`src/rtl/brc_sched_if.sv`:
```
`default_nettype none
// ============================================================================
//  Module      : brc_sched_if
//  Description : Request/response bundle for the shared branch-compare
//                scheduler.
//  Revision    : 1.0 - initial release
// ============================================================================
interface brc_sched_if #(
    parameter int TAG_W = 4
);
    logic             i_req0_valid;
    logic             o_req0_ready;
    logic [31:0]      i_req0_rs1;
    logic [31:0]      i_req0_rs2;
    logic [2:0]       i_req0_funct3;
    logic [TAG_W-1:0] i_req0_tag;

    logic             i_req1_valid;
    logic             o_req1_ready;
    logic [31:0]      i_req1_rs1;
    logic [31:0]      i_req1_rs2;
    logic             i_req1_unsigned;
    logic [TAG_W-1:0] i_req1_tag;

    logic             o_rsp_valid;
    logic             i_rsp_ready;
    logic             o_rsp_src;
    logic [TAG_W-1:0] o_rsp_tag;
    logic             o_rsp_less;
    logic             o_rsp_equal;
    logic             o_rsp_taken;
    logic             o_rsp_illegal;
    logic             o_busy;

    // Requesters and response consumer
    modport master (
        output i_req0_valid, i_req0_rs1, i_req0_rs2, i_req0_funct3, i_req0_tag,
        output i_req1_valid, i_req1_rs1, i_req1_rs2, i_req1_unsigned, i_req1_tag,
        output i_rsp_ready,
        input  o_req0_ready, o_req1_ready,
        input  o_rsp_valid, o_rsp_src, o_rsp_tag, o_rsp_less, o_rsp_equal,
        input  o_rsp_taken, o_rsp_illegal, o_busy
    );

    // Scheduler
    modport slave (
        input  i_req0_valid, i_req0_rs1, i_req0_rs2, i_req0_funct3, i_req0_tag,
        input  i_req1_valid, i_req1_rs1, i_req1_rs2, i_req1_unsigned, i_req1_tag,
        input  i_rsp_ready,
        output o_req0_ready, o_req1_ready,
        output o_rsp_valid, o_rsp_src, o_rsp_tag, o_rsp_less, o_rsp_equal,
        output o_rsp_taken, o_rsp_illegal, o_busy
    );
endinterface
`default_nettype wire

```
`src/rtl/brc_sched.sv`:
```
`default_nettype none
// ============================================================================
//  Module      : brc_sched (with comparator brc)
//  Description : Arbitrates branch-resolve and SLT requests onto one 32-bit
//                comparator and returns a registered compare result.
//  Revision    : 1.0 - initial release
// ============================================================================

// Note the inverted-looking polarity: i_br_un = 1 selects a SIGNED compare.
module brc (
    input  wire logic [31:0] i_rs1,
    input  wire logic [31:0] i_rs2,
    input  wire logic        i_br_un,
    output logic             o_br_lt,
    output logic             o_br_eq
);
    assign o_br_eq = (i_rs1 == i_rs2);
    assign o_br_lt = i_br_un ? ($signed(i_rs1) < $signed(i_rs2)) : (i_rs1 < i_rs2);
endmodule

module brc_sched #(
    parameter int PRIO_FIXED = 0,
    parameter int TAG_W      = 4
) (
    input  wire logic   i_clk,
    input  wire logic   i_rst_n,
    brc_sched_if.slave  bus
);
    localparam logic c_fixed = (PRIO_FIXED != 0);

    typedef enum logic [1:0] {
        S_IDLE = 2'd0,
        S_CMP  = 2'd1,
        S_RESP = 2'd2
    } state_t;

    state_t           r_state;
    logic             r_busy;
    logic             r_last_grant;
    logic [31:0]      r_rs1;
    logic [31:0]      r_rs2;
    logic [TAG_W-1:0] r_tag;
    logic             r_src;
    logic             r_signed;
    logic [2:0]       r_funct3;

    logic             r_rsp_valid;
    logic             r_rsp_src;
    logic [TAG_W-1:0] r_rsp_tag;
    logic             r_rsp_less;
    logic             r_rsp_equal;
    logic             r_rsp_taken;
    logic             r_rsp_illegal;

    logic             w_grant0;
    logic             w_grant1;
    logic             w_lt;
    logic             w_eq;
    logic             w_taken;
    logic             w_illegal;

    // req0 wins when alone, under fixed priority, or when req1 was served last.
    assign w_grant0 = bus.i_req0_valid & (~bus.i_req1_valid | c_fixed | r_last_grant);
    assign w_grant1 = bus.i_req1_valid & ~w_grant0;

    assign bus.o_req0_ready = (r_state == S_IDLE) & w_grant0;
    assign bus.o_req1_ready = (r_state == S_IDLE) & w_grant1;

    brc u_brc (
        .i_rs1   (r_rs1),
        .i_rs2   (r_rs2),
        .i_br_un (r_signed),
        .o_br_lt (w_lt),
        .o_br_eq (w_eq)
    );

    always_comb begin
        w_taken   = 1'b0;
        w_illegal = 1'b0;
        if (!r_src) begin
            case (r_funct3)
                3'b000:         w_taken   = w_eq;
                3'b001:         w_taken   = ~w_eq;
                3'b100, 3'b110: w_taken   = w_lt;
                3'b101, 3'b111: w_taken   = ~w_lt;
                3'b010, 3'b011: w_illegal = 1'b1;
                default:        w_taken   = 1'b0;
            endcase
        end
    end

    always_ff @(posedge i_clk or negedge i_rst_n) begin
        if (!i_rst_n) begin
            r_state       <= S_IDLE;
            r_busy        <= 1'b0;
            r_last_grant  <= 1'b1;
            r_rs1         <= 32'd0;
            r_rs2         <= 32'd0;
            r_tag         <= '0;
            r_src         <= 1'b0;
            r_signed      <= 1'b0;
            r_funct3      <= 3'd0;
            r_rsp_valid   <= 1'b0;
            r_rsp_src     <= 1'b0;
            r_rsp_tag     <= '0;
            r_rsp_less    <= 1'b0;
            r_rsp_equal   <= 1'b0;
            r_rsp_taken   <= 1'b0;
            r_rsp_illegal <= 1'b0;
        end else begin
            case (r_state)
                S_IDLE: begin
                    if (w_grant0 | w_grant1) begin
                        r_src        <= w_grant1;
                        r_last_grant <= w_grant1;
                        r_rs1        <= w_grant1 ? bus.i_req1_rs1 : bus.i_req0_rs1;
                        r_rs2        <= w_grant1 ? bus.i_req1_rs2 : bus.i_req0_rs2;
                        r_tag        <= w_grant1 ? bus.i_req1_tag : bus.i_req0_tag;
                        r_funct3     <= w_grant1 ? 3'b000 : bus.i_req0_funct3;
                        // Only BLTU/BGEU (11x) compare unsigned on the branch side.
                        r_signed     <= w_grant1 ? ~bus.i_req1_unsigned
                                                 : ~(bus.i_req0_funct3[2] & bus.i_req0_funct3[1]);
                        r_busy       <= 1'b1;
                        r_state      <= S_CMP;
                    end
                end
                S_CMP: begin
                    r_rsp_valid   <= 1'b1;
                    r_rsp_src     <= r_src;
                    r_rsp_tag     <= r_tag;
                    r_rsp_less    <= w_lt;
                    r_rsp_equal   <= w_eq;
                    r_rsp_taken   <= w_taken;
                    r_rsp_illegal <= w_illegal;
                    r_state       <= S_RESP;
                end
                S_RESP: begin
                    if (bus.i_rsp_ready) begin
                        r_rsp_valid <= 1'b0;
                        r_busy      <= 1'b0;
                        r_state     <= S_IDLE;
                    end
                end
                default: begin
                    r_rsp_valid <= 1'b0;
                    r_busy      <= 1'b0;
                    r_state     <= S_IDLE;
                end
            endcase
        end
    end

    assign bus.o_rsp_valid   = r_rsp_valid;
    assign bus.o_rsp_src     = r_rsp_src;
    assign bus.o_rsp_tag     = r_rsp_tag;
    assign bus.o_rsp_less    = r_rsp_less;
    assign bus.o_rsp_equal   = r_rsp_equal;
    assign bus.o_rsp_taken   = r_rsp_taken;
    assign bus.o_rsp_illegal = r_rsp_illegal;
    assign bus.o_busy        = r_busy;
endmodule
`default_nettype wire
```
`src/flat_wrapper.sv`:
```
// flat-port wrapper written by rule: the top's interface ports become plain ports
module brc_sched_flat 
#(
    parameter int PRIO_FIXED = 0,
    parameter int TAG_W      = 4
)
  (i_clk, i_rst_n, bus_i_req0_valid, bus_i_req0_rs1, bus_i_req0_rs2, bus_i_req0_funct3, bus_i_req0_tag, bus_i_req1_valid, bus_i_req1_rs1, bus_i_req1_rs2, bus_i_req1_unsigned, bus_i_req1_tag, bus_i_rsp_ready, bus_o_req0_ready, bus_o_req1_ready, bus_o_rsp_valid, bus_o_rsp_src, bus_o_rsp_tag, bus_o_rsp_less, bus_o_rsp_equal, bus_o_rsp_taken, bus_o_rsp_illegal, bus_o_busy);
  brc_sched_if #(.TAG_W(TAG_W)) bus_i ();
  input  wire logic i_clk;
  input  wire logic i_rst_n;
  input wire logic [$bits(bus_i.i_req0_valid)-1:0] bus_i_req0_valid;
  input wire logic [$bits(bus_i.i_req0_rs1)-1:0] bus_i_req0_rs1;
  input wire logic [$bits(bus_i.i_req0_rs2)-1:0] bus_i_req0_rs2;
  input wire logic [$bits(bus_i.i_req0_funct3)-1:0] bus_i_req0_funct3;
  input wire logic [$bits(bus_i.i_req0_tag)-1:0] bus_i_req0_tag;
  input wire logic [$bits(bus_i.i_req1_valid)-1:0] bus_i_req1_valid;
  input wire logic [$bits(bus_i.i_req1_rs1)-1:0] bus_i_req1_rs1;
  input wire logic [$bits(bus_i.i_req1_rs2)-1:0] bus_i_req1_rs2;
  input wire logic [$bits(bus_i.i_req1_unsigned)-1:0] bus_i_req1_unsigned;
  input wire logic [$bits(bus_i.i_req1_tag)-1:0] bus_i_req1_tag;
  input wire logic [$bits(bus_i.i_rsp_ready)-1:0] bus_i_rsp_ready;
  output wire logic [$bits(bus_i.o_req0_ready)-1:0] bus_o_req0_ready;
  output wire logic [$bits(bus_i.o_req1_ready)-1:0] bus_o_req1_ready;
  output wire logic [$bits(bus_i.o_rsp_valid)-1:0] bus_o_rsp_valid;
  output wire logic [$bits(bus_i.o_rsp_src)-1:0] bus_o_rsp_src;
  output wire logic [$bits(bus_i.o_rsp_tag)-1:0] bus_o_rsp_tag;
  output wire logic [$bits(bus_i.o_rsp_less)-1:0] bus_o_rsp_less;
  output wire logic [$bits(bus_i.o_rsp_equal)-1:0] bus_o_rsp_equal;
  output wire logic [$bits(bus_i.o_rsp_taken)-1:0] bus_o_rsp_taken;
  output wire logic [$bits(bus_i.o_rsp_illegal)-1:0] bus_o_rsp_illegal;
  output wire logic [$bits(bus_i.o_busy)-1:0] bus_o_busy;
  assign bus_i.i_req0_valid = bus_i_req0_valid;
  assign bus_i.i_req0_rs1 = bus_i_req0_rs1;
  assign bus_i.i_req0_rs2 = bus_i_req0_rs2;
  assign bus_i.i_req0_funct3 = bus_i_req0_funct3;
  assign bus_i.i_req0_tag = bus_i_req0_tag;
  assign bus_i.i_req1_valid = bus_i_req1_valid;
  assign bus_i.i_req1_rs1 = bus_i_req1_rs1;
  assign bus_i.i_req1_rs2 = bus_i_req1_rs2;
  assign bus_i.i_req1_unsigned = bus_i_req1_unsigned;
  assign bus_i.i_req1_tag = bus_i_req1_tag;
  assign bus_i.i_rsp_ready = bus_i_rsp_ready;
  assign bus_o_req0_ready = bus_i.o_req0_ready;
  assign bus_o_req1_ready = bus_i.o_req1_ready;
  assign bus_o_rsp_valid = bus_i.o_rsp_valid;
  assign bus_o_rsp_src = bus_i.o_rsp_src;
  assign bus_o_rsp_tag = bus_i.o_rsp_tag;
  assign bus_o_rsp_less = bus_i.o_rsp_less;
  assign bus_o_rsp_equal = bus_i.o_rsp_equal;
  assign bus_o_rsp_taken = bus_i.o_rsp_taken;
  assign bus_o_rsp_illegal = bus_i.o_rsp_illegal;
  assign bus_o_busy = bus_i.o_busy;
  brc_sched #(.PRIO_FIXED(PRIO_FIXED), .TAG_W(TAG_W)) u_core (.i_clk(i_clk), .i_rst_n(i_rst_n), .bus(bus_i));
endmodule
```
`config.mk`:
```
export PLATFORM = sky130hd
export DESIGN_NAME = brc_sched_flat
export DESIGN_NICKNAME = d
export VERILOG_FILES = /design/src/rtl/brc_sched_if.sv /design/src/rtl/brc_sched.sv /design/src/flat_wrapper.sv
export SDC_FILE = /design/constraint.sdc
export NUM_CORES = 1
export LEC_CHECK = 0
export CORE_ASPECT_RATIO = 0.75
export CORE_MARGIN = 8
export CORE_UTILIZATION = 46
export CTS_CLUSTER_SIZE = 16
export DETAILED_ROUTE_END_ITERATION = 7
export MAX_ROUTING_LAYER = met4
export PLACE_DENSITY = 0.81
export SLEW_MARGIN = 20
export SYNTH_ARGS = -nofsm -noshare
export SYNTH_HDL_FRONTEND = slang
export SYNTH_SLANG_ARGS = --single-unit
```
`constraint.sdc`:
```
create_clock -name i_clk -period 2.65 [get_ports i_clk]
set_input_delay 0.795 -clock i_clk [delete_from_list [all_inputs] [get_ports i_clk]]
set_output_delay 0.795 -clock i_clk [all_outputs]
set_load 0.03 [all_outputs]
```
==> results.tsv, run 1 <==
stage	metric	value	unit
yosys	Yosys top cell area share	46.1	%
sta	final number of setup-violating endpoints	0	
pwr	clock group share of total power	18.3	%
yosys	Yosys cell types	36	
floorplanning	Die ar.	13700	sq um
cells_and_area	nets@finish	807	
cells_and_area	Layout Area Growth over Synthesis	45.3	%
critical_path	startpoint types	input port	
grt	initial antenna violation count	0	
critical_path	worst path buffer plus inverter count	2	
grt	first-pass GRT wire length	19500	um
sta	max-slew violations	0	
yosys	Synth async-reset ratio	100	%
critical_path	Req. time, crit path	1.86	ns
cells_and_area	layout cells sized above 1	6.46	%
drt	detailed-route via count	3837	
floorplanning	die width	132	um
sta	Final Critical Period	2.62	ns
cells_and_area	FILL cells	822	
placed_design	Placer Congestion	0.828	
clock_network	clk_lat worst skew	0.34	ns
yosys	Ys Warns	0	
pwr	Max VDD drop	412	uV
cells_and_area	n_diodes	0	
grt	pin count of the biggest net entering global routing	60	
floorplanning	Ports	158	
sta	final setup margin	0.0274	ns
yosys	count leader, synth	nand2_1	
yosys	sequential-to-total area share from yosys stat	46.6	%
critical_path	crit-path cells	clkdlybuf4s50_1 -> a21boi_4 -> and2_1 -> buf_6	
floorplanning	Site Rows	32	
critical_path	Worst setup EP type	primary output	
sta	Worst Clk Skew	0.00765	ns
pwr	Reg power frac	34.6	%
sta	Fin. Hold Viols	0	
drt	post-route ant nets	0	
clock_network	Root Buffer	clkbuf_16	
drt	detailed-route DRC error count	0	
clock_network	clock buffer depth	2	
drt	final wirelength	12000	um
pwr	Switching Share	38.6	%
yosys	Post-synth EDFFs	0	
yosys	cells after synthesis	475	
sta	RSZ-0062 raised after global routing	no	
job	Maximum Capacitance Violations	0	
worst_hold_path	Worst Hold Class	in2async	
pwr	Power Total	6.82	mW
pwr	Int Pwr	4.19	mW
run_status	status	completed	
yosys	Synth Register Bits	87	
critical_path	FF-to-FF setup slack	0.17	ns
critical_path	CP max-delay cell	clkdlybuf4s50_1	
pwr	Leakage	3.11	nW
sta	Fmax achieved	381	MHz
clock_network	Worst-path clk slew	0.06	ns
grt	total gr overflow	0	
drt	vias per inst	4.98	
placed_design	HPWL Detailed	9620	um
pwr	Combinational Power Share	47.0	%
floorplanning	DIE HEIGHT	103	um
critical_path	crit-path max FO	3	
clock_network	CTS Buf Count	9	
drt	drt wl/cell	15.6	um
yosys	synth top area cells	dfrtp_1, mux2i_1, ha_1, o21ai_0, nand2_1	
clock_network	clk sinks	87	
sta	crit share post-route	99.0	%
grt	GRT Resource Usage Total	18.3	%
floorplanning	Initial Util	46.3	%
floorplanning	core area	10100	sq um
grt	number of global-route vias before repair	4094	
drt	Pre-antenna DRT Iters	6	
yosys	Top FF cell, synth	dfrtp_1	
sta	Setup TNS	0	ns
critical_path	Slowest Stage Delay on Critical Path	0.51	ns
yosys	synthesized net count	652	
sta	Slew Limit Headroom	58.3	%
pwr	PwrDens	1000	nW/um^2
pwr	sw power	2.63	mW
yosys	mapped cell area	4670	sq um
critical_path	Worst Path Arrival	1.83	ns
clock_network	post-CTS setup buffers	0	
yosys	post-synth top area cell	dfrtp_1	
cells_and_area	final core occ	67.3	%
clock_network	H-tree depth	3	
drt	Initial DRC Count	185	
sta	actual slew at the worst max-slew pin	0.625	ns
critical_path	Setup Crit Path Kind	in2out	
critical_path	Top delay family on crit path	buffers and inverters	
clock_network	CTS tree	yes	
yosys	synthesized area per cell	9.83	sq um
placed_design	pre-CTS WS	0.0144	ns
placed_design	IO Port Bufs	157	
yosys	most frequent cells after synthesis	nand2_1, dfrtp_1, o21ai_0	
## power groups by stage
| stage | registers [mW] | clock network, mW | logic (mW) |
|---|---|---|---|
| after floorplan | 2.40 | 0 | 2.02 |
| after global placement | 2.34 | 0 | 3.05 |
| after detailed placement | 2.38 | 0 | 3.22 |
| after CTS | 2.36 | 1.28 | 3.25 |
| after global routing | 2.44 | 1.34 | 3.65 |
| final | 2.36 | 1.25 | 3.21 |
## placed cells by master, fill, tap and decap left out, drive strengths merged, types with 2 or more instances in the layout
master	n
mux2	5
buf	14
clkinvlp	2
nor2	4
nand2	87
a21o	5
o21a	3
nand4	2
o21ai	80
xnor2	3
inv	38
a21oi	12
dfrtp	86
and4	4
nand2b	2
mux2i	68
clkbuf	9
clkinv	3
a22o	3
and2	2
a221oi	2
nand3	3
ha	32
clkdlybuf4s50	154
## path summary, 6_finish.rpt
| kind | from | endpoint | depth (start not counted) |
|---|---|---|---|
| max reg2reg | u_core.r_rs2[14] | u_core.bus.o_rsp_taken | 9 |
| min in group i_clk | u_core.bus.o_rsp_valid | u_core.bus.o_rsp_valid | 1 |
| min | i_rst_n | u_core.r_rs2[17] | 1 |
| min reg2reg | u_core.bus.o_rsp_valid | u_core.bus.o_rsp_valid | 1 |
| max in group asynchronous | i_rst_n | u_core.r_last_grant | 2 |
| max | bus_i_req1_valid | bus_o_req1_ready | 4 |
## logic make-up (layout without fill, tap and decap cells)
kind of cell / count (synthesis) / count (layout) / synth area share (%)
adder cells (fa/ha/maj): 32 / 32 / 8.57
AO/OA/AOI/OAI: 110 / 110 / 13.4
multiplexers: 73 / 73 / 15.8
buffers and inverters: 61 / 221 / 5.09
XOR/XNOR: 4 / 4 / 0.750
AND/OR/NAND/NOR: 108 / 108 / 9.80
flip-flops: 87 / 87 / 46.6
## sequential cells by signal (all words and copies together), names as in the netlist
register,flops
u_core.bus.o_busy,1
u_core.r_last_grant,1
u_core.bus.o_rsp_illegal,1
u_core.bus.o_rsp_equal,1
u_core.r_tag,4
u_core.r_funct3,3
u_core.bus.o_rsp_taken,1
u_core.bus.o_rsp_tag,4
u_core.r_src,1
u_core.bus.o_rsp_src,1
u_core.r_signed,1
u_core.r_state,2
u_core.r_rs1,32
u_core.bus.o_rsp_valid,1
u_core.r_rs2,32
u_core.bus.o_rsp_less,1
## metal layers
layer  vias up  share of wire [%]  track usage (%)
met5         -                  0                -
met4         0                1.1             5.39
met3        10                4.5             4.44
met2       111                 47             30.9
met1      1773                 47             21.8
li1       1943                  -                -
## worst reg2reg max path: cells and delay by family, from the launching register on
kind | cells | cell delay [ns]
flops | 1 | 0.36
fa+ha+maj | 1 | 0.31
simple gates | 4 | 1.22
compound gates | 2 | 0.28
buf+inv | 1 | 0.05
xor+xnor | 1 | 0.15
## metrics by stage
| stage | cell area [sq um] | instances | hold WS (ns) |
|---|---|---|---|
| 3_5_place_dp | 6490 | 755 | 0.470 |
| 3_3_place_gp | 6490 | 755 | 0.460 |
| 2_1_floorplan | 4670 | 475 | 0.444 |
| 5_1_grt | 6790 | 771 | 0.393 |
| 6_report | 6790 | 771 | 0.383 |
| 4_1_cts | 6780 | 771 | 0.382 |
## repair_timing
action / in CTS / in global routing
resized for setup: 0 / 1
hold buffers: 0 / 0
setup endpoints to repair: 0 / 1
## final cells by class
cell class / count / area (sq um) / area share, %
clock buffers: 9 / 225 / 3.32
clock inverters: 7 / 72.6 / 1.07
inverters: 37 / 139 / 2.05
multi-input cells: 327 / 2280 / 33.5
flip-flops and latches: 87 / 2180 / 32.1
well taps: 136 / 170 / 2.51
repair buffers: 168 / 1730 / 25.4
No activity file was read; power rests on OpenSTA's default activity.
==> run 2, diff against run 1 <==
Settings changed: CORE_ASPECT_RATIO 0.75 to 0.5.
==> results.tsv, run 2 (synthesis gave the netlist of run 1 again) <==
stage	metric	value	unit	change
run_status	status	completed		
critical_path	FF-to-FF setup slack	0.34	ns	+0.17 ns
sta	Slew Limit Headroom	64.3	%	+5.9 points
critical_path	crit-path cells	clkdlybuf4s50_1 -> buf_4 -> nand2b_1 -> nand3_2 -> inv_2 -> buf_6		
critical_path	worst path buffer plus inverter count	4		+2
pwr	PwrDens	981	nW/um^2	-2.4%
placed_design	pre-CTS WS	-0.00390	ns	-0.0183 ns
floorplanning	Ports	158		unchanged
critical_path	cell depth of the worst flop-to-flop path	9		unchanged
grt	total gr overflow	0		unchanged
critical_path	Req. time, crit path	1.86	ns	about the same
grt	first-pass GRT wire length	18100	um	-6.8%
cells_and_area	nets@finish	807		unchanged
drt	Initial DRC Count	128		-31%
floorplanning	DIE HEIGHT	87.3	um	-16%
critical_path	CP max-delay cell	clkdlybuf4s50_1		
cells_and_area	multi-input logic area	2290	sq um	+0.44%
clock_network	clock buffer depth	2		unchanged
critical_path	Worst setup EP type	primary output		
cells_and_area	FILL cells	803		-2.3%
cells_and_area	n_diodes	0		unchanged
pwr	Max VDD drop	486	uV	+18%
placed_design	IO Port Bufs	157		unchanged
clock_network	clk_lat worst skew	0.33	ns	about the same
sta	Setup TNS	0	ns	unchanged
cells_and_area	most common cell after layout, fill and taps aside	clkdlybuf4s50_1		
critical_path	Slowest Stage Delay on Critical Path	0.43	ns	-0.08 ns
cells_and_area	Reg area	2180	sq um	unchanged
critical_path	R2R Path Start	u_core.r_rs1[14]		
sta	Final Critical Period	2.60	ns	-0.0184 ns
grt	initial antenna violation count	0		unchanged
clock_network	hold buffer count at cts	0		unchanged
clock_network	CTS Buf Count	9		unchanged
placed_design	HPWL Detailed	8990	um	-6.5%
floorplanning	Site Rows	26		-19%
clock_network	clk sinks	87		unchanged
clock_network	Root Buffer	clkbuf_16		
cells_and_area	layout cells sized above 1	6.93	%	+0.47 points
critical_path	crit-path max FO	3		unchanged
sta	Fin. Hold Viols	0		unchanged
floorplanning	die width	159	um	+20%
drt	final wirelength	11200	um	-6.8%
grt	GRT Resource Usage Total	16.8	%	-1.5 points
critical_path	startpoint types	input port		
critical_path	Setup Crit Path Kind	in2out		
drt	vias per inst	4.81		-3.3%
sta	max-slew violations	0		unchanged
clock_network	Worst-path clk slew	0.06	ns	about the same
grt	pin count of the biggest net entering global routing	73		+22%
drt	Top Metal Used	met4		
drt	Pre-antenna DRT Iters	6		unchanged
critical_path	Worst Path Arrival	1.81	ns	-0.02 ns
drt	drt wl/cell	14.4	um	-7.3%
cells_and_area	commonest cells after routing, fill and taps aside	clkdlybuf4s50_1, nand2_1, dfrtp_1		
pwr	Leakage	3.10	nW	-0.30%
critical_path	reg-to-reg endpoint	u_core.bus.o_rsp_taken		
drt	detailed-route via count	3728		-2.8%
worst_hold_path	Worst Hold Class	in2async		
job	Maximum Capacitance Violations	0		unchanged
cells_and_area	Largest regs	u_core.r_rs1 (32), u_core.r_rs2 (32)		
sta	final number of setup-violating endpoints	0		unchanged
floorplanning	Die ar.	13800	sq um	+1.2%
sta	crit share post-route	98.3	%	-0.69 points
sta	final setup margin	0.0458	ns	+0.0184 ns
placed_design	Placer Congestion	0.743		-10%
sta	Fmax achieved	384	MHz	+0.70%
clock_network	H-tree depth	3		unchanged
clock_network	CTS tree	yes		
drt	Met1 Wirelength	5040	um	-11%
grt	number of global-route vias before repair	3898		-4.8%
floorplanning	Initial Util	46.5	%	+0.17 points
sta	actual slew at the worst max-slew pin	0.536	ns	-0.0889 ns
drt	detailed-route DRC error count	0		unchanged
floorplanning	core area	10100	sq um	-0.37%
drt	post-route ant nets	0		unchanged
sta	Worst Clk Skew	0.00828	ns	+0.000632 ns
drt	DR WL met3	400	um	-26%
drt	wire length on met2	5590	um	-1.0%
pwr	Power Total	6.63	mW	-2.7%
critical_path	Top delay family on crit path	buffers and inverters		
cells_and_area	Layout Area Growth over Synthesis	44.8	%	
==> run 2: worst max path at each step <==
stage / from / slack [ns] / cells past startpoint / endpoint
finish: bus_i_req1_valid / 0.05 / 6 / bus_o_req0_ready
global route: bus_i_req1_valid / -0.02 / 6 / bus_o_req0_ready
CTS: bus_i_req1_valid / 0.02 / 6 / bus_o_req0_ready
detailed placement: bus_i_req0_valid / -0.004 / 4 / bus_o_req1_ready
global placement: bus_i_req0_valid / -0.002 / 4 / bus_o_req1_ready
floorplan: bus_i_req1_valid / 0.37 / 3 / bus_o_req1_ready
==> run 2: final cells by class <==
cell class              instances  share of cell area [%]
multi-input cells             327                    33.8
flip-flops and latches         87                    32.2
repair buffers                168                    25.3
clock buffers                   9                    3.33
well taps                     140                    2.59
inverters                      37                    2.05
clock inverters                 7                   0.721
==> run 2: metal layers <==
metal  global-route usage [%]  up-vias
met2                     28.4       70
met1                     20.1     1696
met5                        -        -
met3                     3.76       13
li1                         -     1949
met4                     4.76        0
==> run 2: report_power, final <==
group | leakage (nW) | total (mW) | internal, mW | switching, mW
Clock | 0.136 | 1.15 | 0.636 | 0.514
Combinational | 1.89 | 3.12 | 1.45 | 1.67
Sequential | 1.07 | 2.37 | 1.98 | 0.386
==> run 2: per-stage QoR <==
step                      utilization [%]  instances  cell area (sq um)  hold slack (ns)
after detailed placement             64.5        759               6480            0.468
final                                67.3        775               6770            0.398
after CTS                            67.2        775               6750            0.404
after global routing                 67.3        775               6770            0.416
after global placement               64.5        759               6480            0.461
after floorplan                         -        475               4670            0.444
==> run 2: what timing repair did <==
| item | CTS | global route |
|---|---|---|
| setup buffers | 0 | 0 |
| gates resized for setup | 1 | 4 |
| endpoints found under the setup margin | 1 | 2 |
==> RTL edit, RTL diff (flow settings as in run 1) <==
The 3 states of `state_t` get a one-hot encoding in 3 bits.
--- a/src/rtl/brc_sched.sv
+++ b/src/rtl/brc_sched.sv
@@ -30,6 +30,6 @@
 
-    typedef enum logic [1:0] {
-        S_IDLE = 2'd0,
-        S_CMP  = 2'd1,
-        S_RESP = 2'd2
+    typedef enum logic [2:0] {
+        S_IDLE = 3'b001,
+        S_CMP  = 3'b010,
+        S_RESP = 3'b100
     } state_t;
Check against the original RTL: same outputs for any inputs over 10 cycles, from zero or initial values and one cycle with i_rst_n low; not proved beyond that.
==> RTL edit against run 1 <==
  * The run now ends with setup timing left
  * Core utilization up 0.73 points
  * Register-to-register slack worse by 0.02 ns
  * Setup slack worse by 0.056 ns
  * Power up 4.3%
  * Count of clock-buffer cells in the layout up 2
  * Sequential share of layout area down 0.34 points
  * Sequential cell count up 1
  * Hold slack better by 0.067 ns
  * Critical path depth unchanged
  * Design area up 2.3%
  * Wire length up 1.6%
  * Synthesized area up 2.7%
  * Die area up 2.3%
  * Critical path type is now reg2out
  * Critical endpoint is now bus_o_req0_ready
  * Largest cell class unchanged
==> RTL edit: results (changes against run 1) <==
| Metric | Value |
|---|---|
| Crit path max-delay family | `simple AND/OR/NAND/NOR gates (was buffers and inverters)` |
| Run status | `complete, but fails checks (was completed)` |
| Pre-CTS setup slack | `-0.0413 ns (was 0.0144 ns)` |
| CP max FO | `4 (was 3)` |
| P_leak | `3.20 nW (was 3.11 nW)` |
| Sw power | `2.76 mW (was 2.63 mW)` |
| Setup Skew | `0.00511 ns (was 0.00765 ns)` |
| Worst EP arrival | `1.88 ns (was 1.83 ns)` |
| Failing checks | `setup timing` |
| Final setup margin | `-0.0287 ns (was 0.0274 ns)` |
| Vias in the first global route | `4,307 (was 4,094)` |
| First-pass DRT Iterations | `4 (was 6)` |
| All-Layer GR Usage | `18.2% (was 18.3%)` |
| Placed instance count | `781 (was 755)` |
| Final count of negative-setup-slack endpoints | `1 (was 0)` |
| Max stage delay cell, worst path | `dfstp_2 (was clkdlybuf4s50_1)` |
| Most frequent cells after synthesis | `100 x nand2_1, 86 x dfrtp_1, 73 x o21ai_0 (was 87 x nand2_1, 86 x dfrtp_1, 76 x o21ai_0)` |
| Setup crit start | `u_core.r_state[0] (was bus_i_req1_valid)` |
| Critical Path End | `bus_o_req0_ready (was bus_o_req1_ready)` |
| Syn avg cell area | `9.57 sq um (was 9.83 sq um)` |
| Placer Congestion | `0.759 (was 0.828)` |
| Total negative setup slack | `-0.0287 ns (was 0 ns)` |
| Worst r2r src | `u_core.r_rs1[31] (was u_core.r_rs2[14])` |
| Share of cells above drive strength 1 | `6.34% (was 6.46%)` |
| Synth area leaders | `dfrtp_1 45%, mux2i_1 14%, ha_1 8.3%, nand2_1 7.8%, o21ai_0 7.6% (was dfrtp_1 46%, mux2i_1 15%, ha_1 8.6%, o21ai_0 8.1%, nand2_1 7.0%)` |
| R2r worst-path depth | `8 (was 9)` |
| Wire length of the first global-routing pass | `20,500 um (was 19,500 um)` |
| R2R setup slack | `0.15 ns (was 0.17 ns)` |
| Placed cell areas | `6590 sq um (was 6490 sq um)` |
| Post-synthesis sequential area ratio | `46.0% (was 46.6%)` |
| 1st-iter DRT viols | `157 (was 185)` |
| Max incr delay on CP | `0.54 ns (was 0.51 ns)` |
| Peak supply drop | `0.000429 V (was 0.000412 V)` |
| WL/cell | `15.3 um (was 15.6 um)` |
| Final nets | `834 (was 807)` |
| Pwr Total | `7.11 mW (was 6.82 mW)` |
[RTL edit: cell types whose count changed after synthesis, moves of 3 or more]
cell,before,now
mux2_2,5,0
nand3_1,3,8
nor2_1,4,11
nand2_1,87,100
o21ai_0,76,73
and4_1,4,1
[RTL edit: routing by layer]
| metal | vias up | wire length (um) | global-route usage [%] |
|---|---|---|---|
| met5 | - | 0 | - |
| met4 | 0 | 77 | 3.36 |
| met3 | 9 | 614 | 4.15 |
| met2 | 112 | 5800 | 29.7 |
| met1 | 1867 | 5700 | 22.8 |
| li1 | 2039 | - | - |
[RTL edit: area by class of cell]
type | count | area, sq um | area share, %
Multi-Input combinational cell | 351 | 2380 | 34.3
Tap cell | 136 | 170 | 2.45
Clock inverter | 5 | 86.3 | 1.24
Sequential cell | 88 | 2200 | 31.8
Clock buffer | 11 | 253 | 3.64
Inverter | 38 | 143 | 2.05
Timing Repair Buffer | 169 | 1710 | 24.6
[RTL edit: power by group through the flow]
stage          registers (mW)  logic [mW]  clock network [mW]
6_report                 2.39        3.31                1.41
5_1_grt                  2.47        3.77                1.47
4_1_cts                  2.39        3.31                1.43
3_5_place_dp             2.41        3.27                   0
3_3_place_gp             2.36        3.11                   0
2_1_floorplan            2.41        2.13                   0
[RTL edit: kinds of logic (layout without fill, tap and decap cells)]
family | Yosys count | count (layout) | share of synthesized area, %
XOR/XNOR | 1 | 1 | 0.183
multiplexers | 69 | 69 | 14.4
flip-flops | 88 | 88 | 46.0
adder cells (fa/ha/maj) | 32 | 32 | 8.35
buffers and inverters | 62 | 223 | 5.01
AO/OA/AOI/OAI | 108 | 108 | 13.2
AND/OR/NAND/NOR | 141 | 141 | 12.9
[RTL edit: what timing repair did]
item                                    in CTS  in global routing
setup buffers                                0                  1
gates resized for setup                      1                  4
endpoints found under the setup margin       2                  2
pin swaps                                    0                  1
